<file path="config.mk">
export PLATFORM = sky130hd
export DESIGN_NAME = interrupt_ctrl
export DESIGN_NICKNAME = d
export VERILOG_FILES = /design/src/rtl/interrupt_ctrl.sv
export SDC_FILE = /design/constraint.sdc
export NUM_CORES = 1
export LEC_CHECK = 0
export CAP_MARGIN = 20
export CORE_AREA = 2 2 60 62
export DETAILED_ROUTE_END_ITERATION = 8
export DIE_AREA = 0 0 62 64
export MAX_ROUTING_LAYER = met4
export PLACE_DENSITY = 0.6
export REMOVE_ABC_BUFFERS = 1
export SLEW_MARGIN = 20
export SYNTH_ARGS = -nofsm -noshare
export SYNTH_HDL_FRONTEND = slang
export SYNTH_SLANG_ARGS = --single-unit
</file>
<file path="constraint.sdc">
create_clock -name clk -period 1.1 [get_ports clk]
set_clock_uncertainty 0.1 [all_clocks]
set_input_delay 0.165 -clock clk [delete_from_list [all_inputs] [get_ports clk]]
set_output_delay 0.165 -clock clk [all_outputs]
set_load 0.02 [all_outputs]
</file>
<file path="src/rtl/interrupt_ctrl.sv">
// ---------------------------------------------------------------------------
// interrupt_ctrl
//   Multi-source interrupt controller placed in front of the PC/flag save
//   stage. It latches rising edges on the request lines into pending flags,
//   qualifies them with a per-source mask and a global enable, and picks a
//   winner by fixed priority (bit 0 highest). It issues a one-cycle int_req,
//   waits one cycle for int_ack, and then tracks the handler until RETI.
//
// Handshake: int_req is a single-cycle pulse (the REQ state). The save
//   stage answers by holding int_ack high during the following cycle
//   (WAIT_ACK). If int_ack is high at the end of that cycle the request is
//   taken. If it is low the request is dropped, the pending flag is kept,
//   and the request is raised again once it is eligible. int_ack is ignored
//   in every other state, and reti_signal is ignored outside SERVICE.
//
// Ports:
//   clk, reset    rising-edge clock, asynchronous active-high reset
//   irq_in        raw request lines, rising-edge significant
//   mask_we/wdata mask register write (1 = source enabled)
//   ei/di_signal  set / clear global enable (di wins when both are high)
//   int_ack       save stage has captured PC/C/Z
//   reti_signal   handler finished
//   int_req       request pulse to the save stage
//   int_en        global interrupt enable
//   int_vector    handler address of the current/last granted source
//   int_id        index of the current/last granted source
//   int_active    handler in service
//   pend_q        pending flags
//   mask_q        mask register
//   dbg_state     FSM state, for checkers (0 IDLE,1 REQ,2 WAIT_ACK,3 SERVICE)
// ---------------------------------------------------------------------------
module interrupt_ctrl #(
  parameter int                 d_width    = 12,
  parameter int                 n_src      = 4,
  parameter int                 id_w       = 2,
  parameter logic [d_width-1:0] vec_base   = 12'h100,
  parameter int                 vec_stride = 4
) (
  input  logic               clk,
  input  logic               reset,
  input  logic [n_src-1:0]   irq_in,
  input  logic               mask_we,
  input  logic [n_src-1:0]   mask_wdata,
  input  logic               ei_signal,
  input  logic               di_signal,
  input  logic               int_ack,
  input  logic               reti_signal,
  output logic               int_req,
  output logic               int_en,
  output logic [d_width-1:0] int_vector,
  output logic [id_w-1:0]    int_id,
  output logic               int_active,
  output logic [n_src-1:0]   pend_q,
  output logic [n_src-1:0]   mask_q,
  output logic [1:0]         dbg_state
);

  typedef enum logic [1:0] {
    ST_IDLE     = 2'd0,
    ST_REQ      = 2'd1,
    ST_WAIT_ACK = 2'd2,
    ST_SERVICE  = 2'd3
  } state_t;

  state_t             r_state;
  logic [n_src-1:0]   r_irq_d;
  logic [n_src-1:0]   r_pend;
  logic [n_src-1:0]   r_mask;
  logic               r_gie;
  logic               r_int_req;
  logic               r_int_active;
  logic [id_w-1:0]    r_int_id;
  logic [d_width-1:0] r_int_vector;

  logic [n_src-1:0]   w_rise;
  logic [n_src-1:0]   w_eligible;
  logic [n_src-1:0]   w_ack_clr;
  logic [id_w-1:0]    w_winner;
  logic               w_any;
  logic [d_width-1:0] w_vector;
  logic               w_ack_take;
  logic               w_reti_take;
  logic               w_gie_nxt;

  assign w_rise      = irq_in & ~r_irq_d;
  assign w_eligible  = r_pend & r_mask;
  assign w_any       = |w_eligible;
  assign w_ack_take  = (r_state == ST_WAIT_ACK) && int_ack;
  assign w_reti_take = (r_state == ST_SERVICE) && reti_signal;
  assign w_ack_clr   = w_ack_take ? (n_src'(1) << r_int_id) : '0;

  // Scan from the top down so the lowest set index is the final winner.
  always_comb begin
    w_winner = '0;
    for (int i = n_src - 1; i >= 0; i--) begin
      if (w_eligible[i]) w_winner = id_w'(i);
    end
  end

  assign w_vector = vec_base + d_width'(w_winner) * d_width'(vec_stride);

  // ei/di first, then acknowledge/reti override them.
  always_comb begin
    w_gie_nxt = r_gie;
    if (ei_signal)   w_gie_nxt = 1'b1;
    if (di_signal)   w_gie_nxt = 1'b0;
    if (w_ack_take)  w_gie_nxt = 1'b0;
    if (w_reti_take) w_gie_nxt = 1'b1;
  end

  always_ff @(posedge clk or posedge reset) begin
    if (reset) begin
      r_state      <= ST_IDLE;
      r_irq_d      <= '0;
      r_pend       <= '0;
      r_mask       <= '0;
      r_gie        <= 1'b0;
      r_int_req    <= 1'b0;
      r_int_active <= 1'b0;
      r_int_id     <= '0;
      r_int_vector <= '0;
    end else begin
      r_irq_d <= irq_in;
      // A new edge in the same cycle as the acknowledge clear keeps the flag.
      r_pend  <= (r_pend & ~w_ack_clr) | w_rise;
      r_gie   <= w_gie_nxt;
      if (mask_we) r_mask <= mask_wdata;

      case (r_state)
        ST_IDLE: begin
          if (r_gie && w_any) begin
            r_state      <= ST_REQ;
            r_int_req    <= 1'b1;
            r_int_id     <= w_winner;
            r_int_vector <= w_vector;
          end
        end
        ST_REQ: begin
          r_state   <= ST_WAIT_ACK;
          r_int_req <= 1'b0;
        end
        ST_WAIT_ACK: begin
          if (int_ack) begin
            r_state      <= ST_SERVICE;
            r_int_active <= 1'b1;
          end else begin
            r_state <= ST_IDLE;
          end
        end
        ST_SERVICE: begin
          if (reti_signal) begin
            r_state      <= ST_IDLE;
            r_int_active <= 1'b0;
          end
        end
        default: r_state <= ST_IDLE;
      endcase
    end
  end

  assign int_req    = r_int_req;
  assign int_en     = r_gie;
  assign int_vector = r_int_vector;
  assign int_id     = r_int_id;
  assign int_active = r_int_active;
  assign pend_q     = r_pend;
  assign mask_q     = r_mask;
  assign dbg_state  = r_state;

endmodule

</file>
# Yosys cells after proc, flatten, opt, wreduce, memory -nomap -nowiden
# Cells that the tools add are included.
# Widths: inputs -> output; s select.
# classes
order_cmp,0
addsub,1
div,0
muxes,18
bitwise,6
n_reduce_logical,12
shifts,1
n_eq_ne,6
mul,0
# ops
op,n
$mux 2,7
$and 4x4->4,3
$add 9x4->10 const A,1
$not 4->4,2
$pmux 2 s4,1
$mux 1,7
$ne 2x2->1 const B,3
$reduce_and 2->1,3
$eq 2x2->1 const B,2
$mux 4,1
$or 4x4->4,1
$pmux 1 s2,2
$reduce_bool 2->1,2
$reduce_bool 4->1,1
$reduce_or 4->1,1
$shl 1x2->4 const A,1
$logic_and 1x1->1,3
$reduce_and 3->1,1
$eq 2x1->1 const B,1
$logic_not 2->1,1
# word_totals
elab_cells,53
romBits,0
inputBits,15
out_inout_bits,27
ramBits,0
ff_bits,31
n_memories,0
latch_bits,0

# Depth between registers and ports, before layout
# logic_depth
ltp_word,6
mapped_depth,4
ltp_nobuf,3

# Least setup slack after synthesis
# No wires, ideal clock.
# synth_timing
path_type,register to register
startpoint,reg r_state[1] (netlist: dbg_state[1])
endpoint,reg r_pend[3] (netlist: pend_q[3])
setup_time_ns,0.121
stages_incl_launch_ff,5
period_less_slack_ns,1.284
t_required_ns,0.879
path_buffers,1
t_arrival_ns,1.063
path_slack_ns,-0.184
cell_sequence,dfrtp_1 buf_6 and3b_4 nand3_1 a22o_1
# synth_via
elab_chain_cells,6
# synth_rtl
element,line_no,text
"start, declared",65,state_t r_state;
"start signal, assigned",113,r_state <= ST_IDLE;
"start signal, assigned",132,r_state <= ST_REQ;
"start signal, assigned",139,r_state <= ST_WAIT_ACK;
$eq 2x2->1,88,assign w_ack_take = (r_state == ST_WAIT_ACK) && int_ack;
$logic_and 1x1->1,88,
$mux 4,90,assign w_ack_clr = w_ack_take ? (n_src'(1) << r_int_id) : '0;
$not 4->4,125,r_pend <= (r_pend & ~w_ack_clr) | w_rise;
$and 4x4->4,125,
$or 4x4->4,125,
"end signal, assigned",125,
"end, declared",67,logic [n_src-1:0] r_pend;
# Every way passes these cells.
# A chain may end at the register's enable or synchronous reset.

# Worst setup path after layout
# layout_timing
startpoint,reg r_state[0] (netlist: dbg_state[0])
endpoint,reg r_int_vector[3] (netlist: int_vector[3])
# layout_via
elab_chain_cells,2
# layout_rtl
element,line_no,text
$logic_not 2->1,129,case (r_state)
$reduce_and 2->1 (no source line),--,
"end signal, assigned",135,r_int_vector <= w_vector;
"end, declared",73,logic [d_width-1:0] r_int_vector;
# Every way passes these cells.

==> impl_results.md <==
* Syn Inst Count at 83
* Final setup fails at 28
* Initial antenna violation count at 0
* Crit. End Element: register
* Post-Synth Simple-Gate Area at 10.6%
* Final Util at ~48%
* Die H at ~64 um
* Crit path time final at 1290 ps
* Routed WL at approximately 2200 um
* # IOs at 42
* CP top delay family: flip-flops
* Diodes inserted at 0
* Leakage at roughly 0.73 nW
* R2R cell count at 4
* Share of cells above drive strength 1 at a little under half
* Peak Freq at between 0.7 and 0.8 GHz
* Buf+Inv Stages, Crit Path at 1
* Initial DRC count at 6
* R2r endpoint: int_vector[3]
* CTS Root Cell: clkbuf_4
* Reg clk slew, reported paths at between 100 and 150 ps
* CP peak stage delay at 450 ps
* CP required at 1230 ps
* Worst EP arrival at between 1000 and 1500 ps
* Nets at 153
* Synth area leader: dfrtp_1
* Post-Layout Inst Area at 1570 um^2
* Port bufs at 32
* CP startpoint kind: register
* Synth area leaders: dfrtp_1, buf_4, mux2_2
* Adder-cell share of the synthesized area at 0%
* Routed vias/inst at between 4 and 5
* Result of the run: complete, but fails checks
* VDD IR max at 1.02 mV
* CTS tree: yes
* Fin crit share at 117%
* Grt total ovfl at 0
* Pins over their slew limit at 0
* WL met2 at 1080 um
* Core Region at 3280 um^2
* M1 WL at approximately 980 um
* Total GRT Usage at 12.2%
* Main synth FF type: dfrtp_1
* DR WL met3 at about 160 um
* Synth Register Bits at 20
* Vias in the first global route at 813
* P&R area growth vs syn at 67.5%
* Highest routed metal layer: met3
* Failing checks: negative setup slack
* Post-route ant nets at 0
* Max-cap viol count at 0
* Post-synth EDFFs at 0
* DP Area at 1390 um^2
* HPWL after DPL at 1680 um
* Synth Area in Compound Gates at about 17%
* Post-synthesis mux area share at 4.81%
* Pwr Total at 3.52 mW
* Die Width at just over 60 um
* Synth async-reset ratio at 100%
* Seq. cell area at 503 um^2
* Fin Setup TNS at -2160 ps
* Drt drc at 0
* H-tree depth at 1
* Cell Rows at 21
* Routed WL per cell at about 12 um
* Deepest clock path buffer count at 2
* YS warnings at 0
* PwrDens at 2250 nW/um^2
* Largest net degree at the start of global routing at 21
* Die ar. at between 3000 and 4000 um^2
* Num CTS Buffers at 3
* Hold crit path type: input pin to async pin
* Critical path type: register to register
* Most common cell in the netlist: dfrtp_1
* Area of the multi-input gates at 393 um^2
* RSZ-0062 raised after global routing: true
* Sequential share of the synthesized area at ~53%
* Largest family of logic cells by synthesized area: compound AO/OA/AOI/OAI gates
* First-pass GRT wire length at 3510 um
* Clk Latency, worst-skew pair at about 300 ps
* Share of the synthesized area in the top cell type at between 50% and 60%
* Synth top cells by count: dfrtp_1, buf_4, inv_1, nand2_1, a21oi_1
* Mapped cell area at 936 um^2
* Drt pass-1 iters at 3
* Distinct cell type count after synthesis at 23
* Synth Area in XOR/XNOR at 0%
* GP Congestion at 0.823
* Cell chain of the critical path: buf_6 -> nor3b_4 -> a21oi_2 -> a21oi_1
* # fillers at 324
* Crit Path Max Fanout at 5
* Setup ws final at -188 ps
* Clock Sinks at 20
* Flop-to-flop setup slack at -190 ps
* Endpoints failing hold at 0
* Syn avg cell area at 11.3 um^2
* # hold bufs at CTS at 0
* Initial Util at 28.5%
* DR vias at 813
* Critical Path Slowest Stage Cell: dfrtp_1
* Reg2Reg Launch Point: dbg_state[0]
==> sequential cells by signal, summed over array words and instances, names as in the netlist, 2 cells and up <==
signal / flops
r_irq_d: 4
int_vector: 2
mask_q: 4
dbg_state: 2
pend_q: 4
==> worst max path at each step <==
stage               cells after the start            end         start  slack [ps]
finish                                  4  int_vector[3]  dbg_state[0]        -190
global route                            4  int_vector[3]  dbg_state[0]        -240
CTS                                     3      pend_q[2]  dbg_state[0]        -180
detailed placement                      4      pend_q[2]       int_ack        -300
global placement                        4      pend_q[2]       int_ack        -260
floorplan                               3      pend_q[3]  dbg_state[0]        -290
==> placed cells by master (no fill, tap or decap) <==
cell type        instances
dfrtp_1                 18
a21oi_2                  2
a22oi_2                  1
buf_6                   21
buf_12                   2
clkbuf_8                 1
a21oi_1                  3
dfrtp_2                  2
o31ai_4                  1
conb_1                   9
a22o_1                   4
a2bb2oi_1                1
clkdlybuf4s50_1         14
nor3b_4                  1
buf_4                   18
o41ai_2                  2
nand2b_4                 1
nand3_1                  1
a31oi_1                  1
nand2_1                  6
o21ai_1                  3
a21o_1                   2
clkbuf_4                 3
nor2_1                   2
o31a_1                   1
inv_1                    7
nand2_2                  1
a32o_1                   1
nand3_2                  3
and3b_4                  1
mux2_2                   4
==> final cells by class <==
class | instances | area share (%)
timing repair buffer | 55 | 35.2
tap | 46 | 3.67
sequential | 20 | 32.1
multi-input combinational | 51 | 25.1
inverter | 7 | 1.68
clock buffer | 4 | 2.31
==> power breakdown <==
part / switching, mW / leakage (nW) / internal, mW / total, mW
sequential: 0.191 / 0.220 / 0.919 / 1.11
combinational: 0.907 / 0.486 / 1.08 / 1.99
clock: 0.223 / 0.0210 / 0.202 / 0.425
==> what timing repair did <==
action	in CTS	in global routing
setup buffers	2	3
gates resized for setup	114	13
endpoints found under the hold margin	0	0
pin swaps	5	9
setup endpoints to repair	30	30
==> tightest hold or removal path, cell delays in order <==
cell and delay [ps]:
clkdlybuf4s50_1 400, inv_1 90, buf_12 170
==> kinds of logic (layout without fill, tap and decap cells) <==
family,Yosys count,count (layout)
buffers and inverters,20,66
DFF,20,20
and+or+nand+nor,16,16
muxes,4,4
other,1,9
AOI/OAI and AO/OA,22,22
==> metrics by stage <==
step,std cells,hold WS [ps],worst slack [ps]
finish,183,71.2,-188
global route,183,84.7,-236
CTS,180,75.1,-180
detailed placement,174,318,-301
global placement,174,308,-261
floorplan,78,28.8,-294
==> per-layer routing <==
metal / up-vias / global-route usage [%]
met1: 398 / 16.2
met4: 0 / 3.19
met5: - / -
li1: 380 / -
met2: 35 / 18.8
met3: 0 / 2.63
(Power assumes the default switching activity.)
